**src/rtl/layer1_pkg.sv**
```systemverilog
// Shared definitions for the layer-1 MAC column sequencer.
// Holds default geometry, address widths, FSM state encodings and the
// tap tag that travels alongside each issued address.
package layer1_pkg;

  localparam int unsigned N_TAPS_DEF    = 9;
  localparam int unsigned N_GROUPS_DEF  = 10;
  localparam int unsigned ALIGN_LAT_DEF = 2;
  localparam int unsigned WA_W_DEF      = 8;
  localparam int unsigned PA_W_DEF      = 4;
  localparam int unsigned GROUP_W       = 4;

  // FSM state encodings
  localparam logic [1:0] StIdle  = 2'd0;
  localparam logic [1:0] StIssue = 2'd1;
  localparam logic [1:0] StDrain = 2'd2;

  typedef struct packed {
    logic               valid;
    logic               first;
    logic               last;
    logic [GROUP_W-1:0] group;
  } tag_t;

endpackage

```
**src/rtl/layer1_tag_delay.sv**
```systemverilog
// DEPTH-stage shift register carrying tap tags from address issue to the
// cycle the datapath consumes that tap. Reset clears every stage, so an
// emptied pipeline reads back as "no valid tap".
// Ports:
//   clk     - clock
//   reset   - asynchronous active-high reset
//   tag_in  - tag of the address issued this cycle
//   tag_out - tag issued DEPTH cycles ago
module layer1_tag_delay
  import layer1_pkg::*;
#(
  parameter int unsigned DEPTH = ALIGN_LAT_DEF
) (
  input  logic clk,
  input  logic reset,
  input  tag_t tag_in,
  output tag_t tag_out
);

  tag_t [DEPTH-1:0] stage_q;

  always_ff @(posedge clk or posedge reset) begin
    if (reset) begin
      stage_q <= '0;
    end else begin
      stage_q[0] <= tag_in;
      for (int i = 1; i < DEPTH; i++) begin
        stage_q[i] <= stage_q[i-1];
      end
    end
  end

  assign tag_out = stage_q[DEPTH-1];

endmodule

```
**src/rtl/layer1_sequencer.sv**
```systemverilog
// Sequencer for the 10-lane layer-1 MAC column datapath. Each start runs
// N_GROUPS back-to-back groups of N_TAPS taps, issuing weight/pixel
// addresses, driving the accumulator clear aligned to memory latency and
// flagging the cycle in which the column holds a finished group sum.
// Ports:
//   clk, reset  - clock, asynchronous active-high reset
//   start       - begin a run (only honoured when idle)
//   busy        - run in progress (through the done cycle)
//   addr_valid  - w_addr/p_addr valid this cycle
//   w_addr      - weight address g*N_TAPS + t
//   p_addr      - pixel address t
//   acc_clr     - 1 forces the datapath accumulator input to 0
//   col_valid   - column holds the finished sum of group col_group
//   col_group   - group index qualified by col_valid
//   done        - pulse with the final col_valid of a run
module layer1_sequencer
  import layer1_pkg::*;
#(
  parameter int unsigned N_TAPS    = N_TAPS_DEF,
  parameter int unsigned N_GROUPS  = N_GROUPS_DEF,
  parameter int unsigned ALIGN_LAT = ALIGN_LAT_DEF,
  parameter int unsigned WA_W      = WA_W_DEF,
  parameter int unsigned PA_W      = PA_W_DEF
) (
  input  logic            clk,
  input  logic            reset,
  input  logic            start,
  output logic            busy,
  output logic            addr_valid,
  output logic [WA_W-1:0] w_addr,
  output logic [PA_W-1:0] p_addr,
  output logic            acc_clr,
  output logic            col_valid,
  output logic [3:0]      col_group,
  output logic            done
);

  localparam int unsigned TW = $clog2(N_TAPS);
  localparam int unsigned GW = (N_GROUPS > 1) ? $clog2(N_GROUPS) : 1;
  localparam int unsigned DW = $clog2(ALIGN_LAT + 1);

  logic [1:0]      state_q, state_d;
  logic [TW-1:0]   t_q, t_d;
  logic [GW-1:0]   g_q, g_d;
  logic [WA_W-1:0] w_q, w_d;
  logic [DW-1:0]   drain_q, drain_d;
  logic            col_valid_q;
  logic [3:0]      col_group_q;
  logic            done_q;

  tag_t tag_in, tag_out;

  always_comb begin
    state_d = state_q;
    t_d     = t_q;
    g_d     = g_q;
    w_d     = w_q;
    drain_d = drain_q;
    case (state_q)
      StIdle: begin
        if (start) begin
          state_d = StIssue;
          t_d     = '0;
          g_d     = '0;
          w_d     = '0;
        end
      end
      StIssue: begin
        w_d = w_q + WA_W'(1);
        if (t_q == TW'(N_TAPS - 1)) begin
          t_d = '0;
          if (g_q == GW'(N_GROUPS - 1)) begin
            // Last tap of the run: park counters at zero while draining.
            g_d     = '0;
            w_d     = '0;
            drain_d = '0;
            state_d = StDrain;
          end else begin
            g_d = g_q + GW'(1);
          end
        end else begin
          t_d = t_q + TW'(1);
        end
      end
      StDrain: begin
        // ALIGN_LAT+1 cycles: tags flush out, then the final col_valid/done.
        if (drain_q == DW'(ALIGN_LAT)) begin
          state_d = StIdle;
        end else begin
          drain_d = drain_q + DW'(1);
        end
      end
      default: state_d = StIdle;
    endcase
  end

  always_comb begin
    tag_in.valid = (state_q == StIssue);
    tag_in.first = (t_q == '0);
    tag_in.last  = (t_q == TW'(N_TAPS - 1));
    tag_in.group = GROUP_W'(g_q);
  end

  layer1_tag_delay #(
    .DEPTH(ALIGN_LAT)
  ) u_tag_delay (
    .clk    (clk),
    .reset  (reset),
    .tag_in (tag_in),
    .tag_out(tag_out)
  );

  always_ff @(posedge clk or posedge reset) begin
    if (reset) begin
      state_q     <= StIdle;
      t_q         <= '0;
      g_q         <= '0;
      w_q         <= '0;
      drain_q     <= '0;
      col_valid_q <= 1'b0;
      col_group_q <= '0;
      done_q      <= 1'b0;
    end else begin
      state_q     <= state_d;
      t_q         <= t_d;
      g_q         <= g_d;
      w_q         <= w_d;
      drain_q     <= drain_d;
      // The sum is complete one cycle after the last tap reaches the datapath.
      col_valid_q <= tag_out.valid & tag_out.last;
      if (tag_out.valid & tag_out.last) begin
        col_group_q <= tag_out.group;
      end
      done_q      <= tag_out.valid & tag_out.last &
                     (tag_out.group == GROUP_W'(N_GROUPS - 1));
    end
  end

  assign busy       = (state_q != StIdle);
  assign addr_valid = (state_q == StIssue);
  assign w_addr     = w_q;
  assign p_addr     = PA_W'(t_q);
  // No valid tap in flight keeps the accumulator cleared.
  assign acc_clr    = ~tag_out.valid | tag_out.first;
  assign col_valid  = col_valid_q;
  assign col_group  = col_group_q;
  assign done       = done_q;

endmodule

```
**config.mk**
```make
export PLATFORM = sky130hd
export DESIGN_NAME = layer1_sequencer
export DESIGN_NICKNAME = d
export VERILOG_FILES = /design/src/rtl/layer1_pkg.sv /design/src/rtl/layer1_tag_delay.sv /design/src/rtl/layer1_sequencer.sv
export SDC_FILE = /design/constraint.sdc
export NUM_CORES = 1
export LEC_CHECK = 0
export CAP_MARGIN = 20
export CORE_UTILIZATION = 52
export DETAILED_ROUTE_END_ITERATION = 10
export PLACE_DENSITY = 0.77
export REMOVE_ABC_BUFFERS = 1
export SYNTH_ARGS = -nofsm -noshare
export SYNTH_HDL_FRONTEND = slang
export SYNTH_SLANG_ARGS = --single-unit
```
**constraint.sdc**
```tcl
create_clock -name clk -period 1.67 [get_ports clk]
set_input_delay 0.4175 -clock clk [delete_from_list [all_inputs] [get_ports clk]]
set_output_delay 0.4175 -clock clk [all_outputs]
set_load 0.005 [all_outputs]
```
==> results.md, run 1 <==
* Outcome: finished, violations left
* Failing checks: design-rule violations
* Most common cell after layout, fill and taps aside: dfrtp_1
* DP Wirelength at between 2000 and 2500 um
* GPL Wtd Cong at 0.754
* Final Hold Viols at 0
* Synth Area in Simple Gates at 0.149
* Yosys warnings at 0
* PD cells at 734 nW/um^2
* Synth Instances at around 140
* Core area at 2850 sq um
* Maximum Capacitance Violations at 0
* DRT antenna net count at 0
* Root Driver: clkbuf_4
* Hold path endpoint: u_tag_delay.tag_out[6]
* Mapped Avg Cell Area at 11.9 sq um
* Largest family of logic cells by synthesized area: simple AND/OR/NAND/NOR gates
* Share of layout cells above drive strength 1 at 0.307
* Drt wl/cell at 14.6 um
* Cell variety after synth at 34
* Final period util at 1.00
* Mux contribution to synthesized area at 0.0470
* Worst Hold Launch: u_tag_delay.stage_q[6]
* Number of synthesized flops with an enable pin at 0
* WP data arrival at 1.25 ns
* Cts bufs inserted at 5
* Fin crit period at 1.67 ns
* Register area share after synthesis at 0.616
* Max IR drop VDD at 0.443 mV
* Via count at 1264
* Vias per cell at 5.42
* Initial Utilization at 0.569
* Compound-Gate Fraction of Synth Area at 0.102
* WP data required at between 1 and 1.5 ns
* Max-slew violation count at 0
* CTS max path bufs at 2
* Worst-Skew Late Latency at 0.34 ns
* DR DRC count at 4
* Register Area at 1000 sq um
* Layout Skew at 0.00718 ns
* 1st-iter DRT viols at 30
* Worst Setup Start Kind: flip-flop
* Power, Total at 1700 uW
* # diodes at 0
* Hold WC Path Type: flip-flop to flip-flop
* Worst Reg-to-Reg Cells at 5
* Fin nets at 210
* Async S/R FF share, synth at 1.00
* Gr usage total at 0.219
* #FFs+latches synth at 40
* Most frequent cells in the layout: dfrtp_1, buf_4, o21ai_0, inv_1, dlymetal6s2s_1
* FMAX at around 600 MHz
* Rel. slew slack at 0.777
* Initial antenna violation count at 0
* Total wire length at 3400 um
* Clk sink count at 40
* Die X at between 50 and 60 um
* RSZ-0062 raised after global routing: yes
* Area of the multi-input gates at 621 sq um
* DIE AREA at 3350 sq um
* R2r setup slk at 0.01 ns
* Number of global-route vias before repair at 1256
* H-tree Lvls at 2
* Router iterations before antenna repair at 7
* Hold Path Depth at 0
* Primary FF master, synth: dfrtp_1
* Row cnt at 19
* First-pass GRT wire length at roughly 5500 um
* Die Span Y at 57.9 um
* Worst-path clk slew at between 0.1 and 0.15 ns
* CP endpoint kind: output pin
* Largest net degree at the start of global routing at 41
* Synthesis-to-layout area growth at 42.3%
* Crit path kind: flip-flop to output pin
* Worst-Margin Slew at 0.334 ns
* Leakage at roughly 0.0012 uW
* Crit Path Max Fanout at 2
* CTS tree: yes
* Congestion Overflow GR at 0
* Xor/xnor cell area share of the yosys netlist at 0.0162
* PortBufs at 23
* Worst hold margin at 0.361 ns
* Worst reg2reg startpoint: state_q[0]
* Synth Cell Area at 1620 sq um
* Top Ports at 24
* Area share of fa/ha/maj cells after synthesis at 0.0462
* RR Endpoint: drain_q[1]
* CTS Hold Bufs at 0
* Final setup fails at 0
* Fill cell count at ~170
[Yosys cell counts (2+ instances only)]
master,instances,area (sq um)
nand3_1,7,35.0
nand3b_1,3,22.5
nand2_1,8,30.0
dfrtp_1,40,1000
xnor2_1,2,17.5
a22o_1,3,26.3
ha_1,6,75.1
mux2i_1,2,20.0
mux2_2,5,56.3
a21oi_1,5,25.0
nand2b_1,4,25.0
inv_1,9,33.8
and3_1,2,12.5
nor2_1,8,30.0
o21ai_0,11,55.1
o2bb2ai_1,3,26.3
[state kept, by name, indices dropped and copies added, names as in the netlist, 2 cells and up]
register             cells
u_tag_delay.stage_q      7
drain_q                  2
col_group                4
u_tag_delay.tag_out      7
state_q                  2
p_addr                   4
g_q                      4
w_addr                   8
[repair_timing]
| item | 4_1_cts | 5_1_grt |
|---|---|---|
| setup buffers | 14 | 6 |
| cloned | 0 | 0 |
| resized for setup | 18 | 21 |
| pin swaps | 0 | 2 |
| setup endpoints to repair | 15 | 20 |
[how the worst max path moves through the flow]
stage | cells after the start | slack (ns) | from | end
CTS | 5 | -0.03 | state_q[0] | drain_q[1]
finish | 3 | 0.00001 | state_q[0] | busy
global placement | 4 | -0.07 | start | w_addr[5]
floorplan | 5 | 0.12 | p_addr[0] | g_q[1]
detailed placement | 4 | -0.1 | start | w_addr[5]
global route | 6 | -0.06 | p_addr[1] | drain_q[0]
[layer usage]
| metal | vias to the layer above | global-route usage | part of all wire |
|---|---|---|---|
| li1 | 609 | - | - |
| met1 | 614 | 0.273 | 0.43 |
| met2 | 32 | 0.371 | 0.51 |
| met3 | 9 | 0.0402 | 0.036 |
| met4 | 0 | 0.102 | 0.022 |
| met5 | - | 0 | 0 |
[stage by stage]
step | cells | cell area, sq um | util | setup WS (ns) | TNS (ns)
after floorplan | 136 | 1620 | - | 0.123 | 0
after global placement | 205 | 2020 | 0.707 | -0.0741 | -0.154
after detailed placement | 205 | 2020 | 0.707 | -0.0996 | -0.230
after CTS | 227 | 2210 | 0.775 | -0.0323 | -0.0323
after global routing | 233 | 2310 | 0.810 | -0.0625 | -0.166
final | 233 | 2310 | 0.810 | 0.0000104 | 0
[power breakdown]
group          leakage, uW  switching (uW)  internal [uW]
registers         0.000497            10.6            980
clock network    0.0000412             308            312
logic             0.000665            41.2           44.9
[critical path: stages, from the launching register on]
cell	delay (ns)
dfrtp_1	0.41
buf_4	0.15
or2_4	0.23
buf_6	0.11
[area by class of cell]
| type | instances | area share |
|---|---|---|
| flip-flops and latches | 40 | 0.434 |
| multi-input cells | 86 | 0.269 |
| repair buffers | 58 | 0.230 |
| clock inverters | 3 | 0.0184 |
| well taps | 31 | 0.0168 |
| clock buffers | 5 | 0.0162 |
| inverters | 10 | 0.0162 |
[cells by family (layout without fill, tap and decap cells)]
| logic type | count (synthesis) | count (layout) |
|---|---|---|
| and+or+nand+nor | 43 | 43 |
| adders and majority gates | 6 | 6 |
| AOI/OAI and AO/OA | 27 | 27 |
| buffers and inverters | 10 | 76 |
| muxes | 7 | 7 |
| xor gates and xnor gates | 3 | 3 |
| DFF | 40 | 40 |
No activity file was read; power rests on OpenSTA's default activity.
==> run 2: changes to the inputs <==
--- a/config.mk
+++ b/config.mk
@@ -6,9 +6,11 @@
 export NUM_CORES = 1
 export LEC_CHECK = 0
 export CAP_MARGIN = 20
-export CORE_UTILIZATION = 52
+export CELL_PAD_IN_SITES_DETAIL_PLACEMENT = 1
+export CELL_PAD_IN_SITES_GLOBAL_PLACEMENT = 1
+export CORE_UTILIZATION = 42
 export DETAILED_ROUTE_END_ITERATION = 10
-export PLACE_DENSITY = 0.77
+export PLACE_DENSITY_LB_ADDON = 0.1
 export REMOVE_ABC_BUFFERS = 1
 export SYNTH_ARGS = -nofsm -noshare
 export SYNTH_HDL_FRONTEND = slang
==> run 2 against run 1 <==
Effect of this change:
- the flow now finishes without violations
- sequential power is essentially flat
- clock-buffer cell count up 1
- hold slack got worse by 0.010 ns
- flip-flop and latch count did not move
- first-iteration DRC count up 37%
- global-route usage shrank 1.1 points
- sequential share of layout area is 0.17 points lower
- power rose by 9.1%
- critical endpoint is now drain_q[1]
- largest cell class unchanged
==> results.md, run 2 (synthesized netlist as in run 1, its figures left out) <==
* DIE AREA at 4120 sq um
* Max reg flops at 8
* Top Ports at 24
* FMAX at 609 MHz
* Clk sink count at 40
* # diodes at 0
* PD cells at 796 nW/um^2
* Die X at roughly 64 um
* GRT met3 Usage at 0.0536
* Maximum Capacitance Violations at 0
* Share of layout cells above drive strength 1 at 0.299
* Worst path cell trace: inv_2 > ha_2 > or3b_4 > or4b_1 > o21ai_1
* Leakage at roughly 0.0011 uW
* Number of global-route vias before repair at 1287
* Post-Place Cells at between 200 and 250
* Worst-Margin Slew at 0.302 ns
* Initial Utilization at 0.440
* Non-Filler Instances at 249
* WP data arrival at ~1.9 ns
* Rel. slew slack at 0.798
* Final setup fails at 0
* CTS max path bufs at 2
* Max-slew violation count at 0
* Die Span Y at 64.2 um
* DP Wirelength at 2510 um
* CTS tree: yes
* Crit path kind: flip-flop to flip-flop
* CP max stage delay at 0.48 ns
* Largest net degree at the start of global routing at 41
* Worst Setup Start Kind: flip-flop
* Root Driver: clkbuf_8
* Slowest cell on the critical path: or4b_1
* Met1 Use GR at 0.258
* WP data required at 1.90 ns
* Total negative slack at 0 ns
* First-pass GRT wire length at around 6400 um
* Gr usage total at 0.208
* Most frequent cells in the layout: dfrtp_1, buf_4, clkdlybuf4s50_1
* CP endpoint kind: flip-flop
* Core area at 3690 sq um
* Cts bufs inserted at 5
* Vias per cell at 5.16
* Layout Skew at around 0.0067 ns
* Worst-path clk slew at 0.08 ns
* Synthesis-to-layout area growth at 43.2%
* Pre-CTS setup slack at -0.197 ns
* DRT antenna net count at 0
* Crit Path Max Fanout at 3
* GRT Max-Usage Layer: met2
* Row cnt at 22
* PortBufs at 23
* Router iterations before antenna repair at 4
* Worst hold margin at 0.351 ns
* H-tree Lvls at 2
* Via count at 1284
* Congestion Overflow GR at 0
* Final Hold Viols at 0
* Hold WC Path Type: flip-flop to flip-flop
* Initial antenna violation count at 0
* Total wire length at 3970 um
* CTS Hold Bufs at 0
* R2r setup slk at 0.03 ns
* Outcome: finished clean
* Final period util at 0.983
* Worst-Skew Late Latency at 0.29 ns
* 1st-iter DRT viols at 41
* Most common cell after layout, fill and taps aside: dfrtp_1
* Final worst slack at 0.0288 ns
* Drt wl/cell at 15.9 um
* DR DRC count at 0
* Fin crit period at 1.64 ns
* Fin nets at 209
* GPL Wtd Cong at 0.692
* Max IR drop VDD at 0.440 mV
* GR Util met2 at 0.362
## run 2: layer usage
metal / wire, um / part of all wire / up-vias
met1: 1700 / 0.43 / 650
met2: 2090 / 0.53 / 29
met5: 0 / 0 / -
li1: - / - / 602
met4: 37 / 0.0093 / 0
met3: 142 / 0.036 / 3
## run 2: final timing paths
check,startpoint,to,depth (start not counted)
max reg2reg,drain_q[0],drain_q[1],5
max,drain_q[0],drain_q[1],5
min,u_tag_delay.stage_q[4],u_tag_delay.tag_out[4],0
max in group asynchronous,reset,w_addr[4],3
min reg2reg,u_tag_delay.stage_q[4],u_tag_delay.tag_out[4],0
min in group asynchronous,reset,p_addr[2],3
## run 2: cell type report
cell class / count / area (sq um)
Fill cell: 406 / 1360
Timing Repair Buffer: 57 / 499
Clock buffer: 6 / 72.6
Multi-Input combinational cell: 86 / 616
Tap cell: 48 / 60.1
Inverter: 10 / 37.5
Sequential cell: 40 / 1010
Clock inverter: 2 / 35.0
## run 2: worst max-delay path, delay by kind of cell (launching register included)
| family | cells | cell delay (ns) |
|---|---|---|
| AND/OR/NAND/NOR | 2 | 0.88 |
| buffers and inverters | 1 | 0.05 |
| adder cells (fa/ha/maj) | 1 | 0.17 |
| flip-flops | 1 | 0.39 |
| AO/OA/AOI/OAI | 1 | 0.09 |
## run 2: stage by stage
stage | utilization | power (uW) | cell area (sq um)
floorplan | - | 1040 | 1620
global placement | 0.555 | 1080 | 2050
detailed placement | 0.555 | 1080 | 2050
CTS | 0.604 | 1870 | 2230
global route | 0.631 | 1910 | 2330
finish | 0.631 | 1850 | 2330
## run 2: power by group
| group | internal, uW | switching [uW] |
|---|---|---|
| Clock | 443 | 337 |
| Combinational | 41.8 | 39.6 |
| Sequential | 980 | 10.1 |
## run 2: what timing repair did
| action | CTS | global route |
|---|---|---|
| buffers inserted | 9 | 10 |
| resized for setup | 10 | 13 |
| setup endpoints to repair | 11 | 14 |
| pin swaps | 0 | 3 |
==> RTL edit 1: new RTL, flow settings as in run 2 <==
The output `col_valid` loses its register stage (`col_valid_q` becomes a continuous assignment).
--- a/src/rtl/layer1_sequencer.sv
+++ b/src/rtl/layer1_sequencer.sv
@@ -117,7 +117,6 @@
       g_q         <= '0;
       w_q         <= '0;
       drain_q     <= '0;
-      col_valid_q <= 1'b0;
       col_group_q <= '0;
       done_q      <= 1'b0;
     end else begin
@@ -127,7 +126,6 @@
       w_q         <= w_d;
       drain_q     <= drain_d;
       // The sum is complete one cycle after the last tap reaches the datapath.
-      col_valid_q <= tag_out.valid & tag_out.last;
       if (tag_out.valid & tag_out.last) begin
         col_group_q <= tag_out.group;
       end
@@ -135,6 +133,8 @@
                      (tag_out.group == GROUP_W'(N_GROUPS - 1));
     end
   end
+
+  assign col_valid_q = tag_out.valid & tag_out.last;
 
   assign busy       = (state_q != StIdle);
   assign addr_valid = (state_q == StIssue);
Check against the original RTL: same outputs for any inputs over 10 cycles, from zero or initial values and one cycle with reset high; that may be too few to reach the edited logic, so the function may still have changed.
==> RTL edit 1 against run 2 <==
  * Synthesized area up 2.4%
  * Worst setup slack got worse by 0.0053 ns
  * Utilization rose by 0.24 points
  * Final area is 1.1% higher
  * Sequential share of layout area shrank 1.5 points
  * Routed wire length is 7.8% higher
  * Sequential cell count decreased by 1
Power is not compared: it rests on default switching activity, and its combinational part moved more than twofold at a synthesized area within 25%.
==> RTL edit 1: results (changes against run 2) <==
stage	metric	value	unit	change
routing	via count	1340		+4.4%
place	placer congestion estimate	0.758		+9.5%
routing	metal3 WL	152	um	+7.0%
routing	Metal-1 WL	1820	um	+7.1%
grt	met1 usage in global routing	26.0	%	+0.16 points
yosys	Compound-Gate Fraction of Synth Area	11.8	%	+1.6 points
grt	first-pass GRT wire length	6490	um	+2.0%
routing	DR vias/cell	5.25		+1.9%
worst_setup_path	CP startpoint	g_q[1]		
sta	crit share post-route	98.6	%	+0.32 points
worst_setup_path	reg2reg end	drain_q[0]		
yosys	xor-xnor portion of the synthesized cell area	1.58	%	-0.038 points
place	Place WS	-0.168	ns	+0.0293 ns
outcome	run status	completed		
sta	Worst slew margin	77.9	%	-1.9 points
worst_setup_path	FF-to-FF path depth	6		+1
sta	clock skew	0.00479	ns	-0.00193 ns
yosys	list of most frequent post-synthesis cells	dfrtp_1, nand2_1, nor2_1		
grt	Global Route Usage Sum	21.0	%	+0.19 points
worst_setup_path	Crit path max-delay family	simple AND/OR/NAND/NOR gates		
grt	GRT met2 Usage	35.5	%	-0.62 points
yosys	unique cell type count in the Yosys netlist	36		+5.9%
place	DP Area	2070	sq um	+0.92%
finish	fill cell count	395		-2.7%
place	Inst Count DP	230		+3.1%
grt	largest net degree at the start of global routing	40		-2.4%
finish	layout cells sized above 1	30.9	%	+1.1 points
finish	final instance area	2350	sq um	+1.1%
worst_setup_path	CP arrival	1.82	ns	-0.05 ns
place	Final HPWL DP	2660	um	+6.0%
worst_hold_path	min-delay src	u_tag_delay.stage_q[3]		
cts	Num CTS Buffers	5		unchanged
routing	Iter 0 DRT Violations	52		+27%
routing	metal2 WL	2270	um	+8.8%
yosys	adder-cell share of the synthesized area	4.51	%	-0.11 points
yosys	Area contributors post-synth	dfrtp_1, ha_1, o21ai_0		
worst_setup_path	worst-path maximum fanout	7		+4
sta	hold_ws	0.352	ns	+0.00168 ns
RTL edit 1: changes by cell type after synthesis, moves of 2 or more:
cell,run 2,this run
a21oi_1,5,7
and3_1,2,0
nand2_1,8,12
nand2b_1,4,2
nor2_1,8,10
nor2b_1,1,4
nor3_1,1,3
o21ai_0,11,9
o21ai_1,1,5
o2bb2ai_1,3,1
or3_1,0,2
RTL edit 1: final cells by class:
cell class / count / area share [%]
repair buffers: 56 / 21.1
multi-input cells: 97 / 29.6
inverters: 8 / 1.28
well taps: 48 / 2.55
clock buffers: 6 / 3.51
flip-flops and latches: 39 / 41.7
clock inverters: 1 / 0.213
RTL edit 1: repair_timing:
item	CTS	global route
buffers inserted	5	14
gates resized for setup	11	14
setup endpoints to repair	8	23
pin swaps	0	6
RTL edit 1: power breakdown:
part | total [uW] | internal [uW] | leakage, uW | switching, uW
clock network | 639 | 324 | 0.0000470 | 315
logic | 1940 | 1110 | 0.000572 | 833
registers | 1590 | 1330 | 0.000476 | 260
total | 4160 | 2760 | 0.00109 | 1410
==> RTL edit 2: new RTL, config.mk and constraints of run 2 <==
Made on the original files. Set the package constant `ALIGN_LAT_DEF` to 4 (it was 2).
--- a/src/rtl/layer1_pkg.sv
+++ b/src/rtl/layer1_pkg.sv
@@ -5,7 +5,7 @@
 
   localparam int unsigned N_TAPS_DEF    = 9;
   localparam int unsigned N_GROUPS_DEF  = 10;
-  localparam int unsigned ALIGN_LAT_DEF = 2;
+  localparam int unsigned ALIGN_LAT_DEF = 4;
   localparam int unsigned WA_W_DEF      = 8;
   localparam int unsigned PA_W_DEF      = 4;
   localparam int unsigned GROUP_W       = 4;
Check against the original RTL: not equivalent (Yosys sat finds a counterexample within 10 cycles, from zero or initial values and one cycle with reset high).
==> RTL edit 2 against run 2 <==
  * Total power is 140% higher
  * Sequential share of layout area is 8.0 points higher
  * Routed wire length is 4.4% higher
  * Register-to-register slack better by 0.07 ns
  * Global-route usage is 2.4 points lower
  * Clock skew hardly changed
  * Synthesized area is 29% higher
  * Final area is 16% higher
  * Critical path type is now reg2out
  * Die area is 28% higher
  * Synthesized cell count is 20% higher
  * Worst setup slack better by 0.015 ns
  * Sequential cell count is 15 higher
  * Critical path depth is 4 lower
==> RTL edit 2: results (changes against run 2) <==
stage	metric	value	unit	change
outcome	run status	completed		
grt	GR Util met3	3.89	%	-1.5 points
sta	clock skew	0.00657	ns	-0.000148 ns
place	placer congestion estimate	0.707		+2.1%
finish	fill cell count	516		+27%
finish	Multi-input gate area	672	sq um	+9.1%
yosys	register area share after synthesis	65.9	%	+4.2 points
finish	layout cells sized above 1	26.6	%	-3.2 points
cts	number of gates resized after CTS	13		+3
place	Inst Count DP	259		+16%
worst_setup_path	worst-path maximum fanout	3		unchanged
worst_setup_path	FF-to-FF path depth	7		+2
worst_setup_path	CP startpoint	w_addr[6]		
sta	Worst slew margin	77.6	%	-2.2 points
place	Final HPWL DP	2810	um	+12%
place	Place WS	-0.0449	ns	+0.152 ns
finish	sequential cell area	1380	sq um	+37%
cts	# clock sinks	55		+38%
grt	vias in the first global route	1509		+17%
power	leakage power	0.00130	uW	+18%
finish	buffers outside the clock class	45		-21%
yosys	xor-xnor portion of the synthesized cell area	1.26	%	-0.36 points
power	worst vdd ir	0.708	mV	+61%
yosys	Post-Syn Instances	163		+20%
yosys	post-synthesis mux area share	3.11	%	-1.6 points
finish	Non-clock buffering overhead	15.6	%	-5.8 points
worst_setup_path	max incr delay on CP	0.51	ns	+0.03 ns
finish	multi-input gates	95		+10%
routing	via count	1363		+6.2%
worst_setup_path	Worst path slowest cell	clkdlybuf4s50_1		
cts	clk_lat worst skew	0.31	ns	+0.02 ns
finish	multi-input combinational area share	25.0	%	-1.5 points
yosys	adder-cell share of the synthesized area	4.19	%	-0.43 points
routing	metal2 WL	2170	um	+3.9%
yosys	list of most frequent post-synthesis cells	dfrtp_1, nand2_1, nor2_1		
yosys	unique cell type count in the Yosys netlist	36		+5.9%
finish	inverters	11		+1
yosys	Area contributors post-synth	dfrtp_1, ha_1, nand2_1		
grt	Global Route Usage Sum	18.4	%	-2.4 points
grt	first-pass GRT wire length	7110	um	+12%
cts	H-tree depth	2		unchanged
finish	Nets	223		+6.7%
cts	clock-pin slew on the worst setup and hold paths	0.10	ns	+0.02 ns
finish	Largest Register	u_tag_delay.stage_q		
place	DP Area	2460	sq um	+20%
routing	metal3 WL	122	um	-14%
yosys	Compound-Gate Fraction of Synth Area	10.1	%	-0.13 points
routing	Iter 0 DRT Violations	56		+37%
worst_setup_path	Crit path max-delay family	buffers and inverters		
finish	fin cells	281		+13%
grt	met1 usage in global routing	22.2	%	-3.7 points
finish	Clock-cell share	3.39	%	-1.2 points
cts	Post-CTS Setup Repair Bufs	10		+1
grt	GRT met2 Usage	31.5	%	-4.7 points
routing	Post-Route WL	4140	um	+4.4%
finish	Layout area overhead	28.8	%	
-- RTL edit 2: cell types whose count changed in the layout (fill, tap and decap cells not counted), moves of 3 or more --
cell     before  now
buf_4        31   19
o21ai_0      10    7
dfrtp_1      36   52
nand2_1       8   14
a21o_2        0    3
a31oi_1       1    4
-- RTL edit 2: worst paths after layout --
kind	to	slack, ns
min in group asynchronous	u_tag_delay.tag_out[6]	0.47
hold reg to reg	u_tag_delay.stage_q[11]	0.35
hold / removal	u_tag_delay.stage_q[11]	0.35
setup reg to reg	w_addr[3]	0.10
max in group asynchronous	state_q[0]	0.94
setup / recovery	w_addr[6]	0.04
-- RTL edit 2: power breakdown --
part           leakage [uW]  internal [uW]  switching, uW
registers          0.000696           1810            222
clock network     0.0000485            301            439
logic              0.000556            905            759
-- RTL edit 2: kinds of logic after synthesis --
kind of cell / count (synthesis)
XOR/XNOR: 3
AO/OA/AOI/OAI: 30
AND/OR/NAND/NOR: 49
adder cells (fa/ha/maj): 7
buffers and inverters: 13
multiplexers: 6
flip-flops: 55
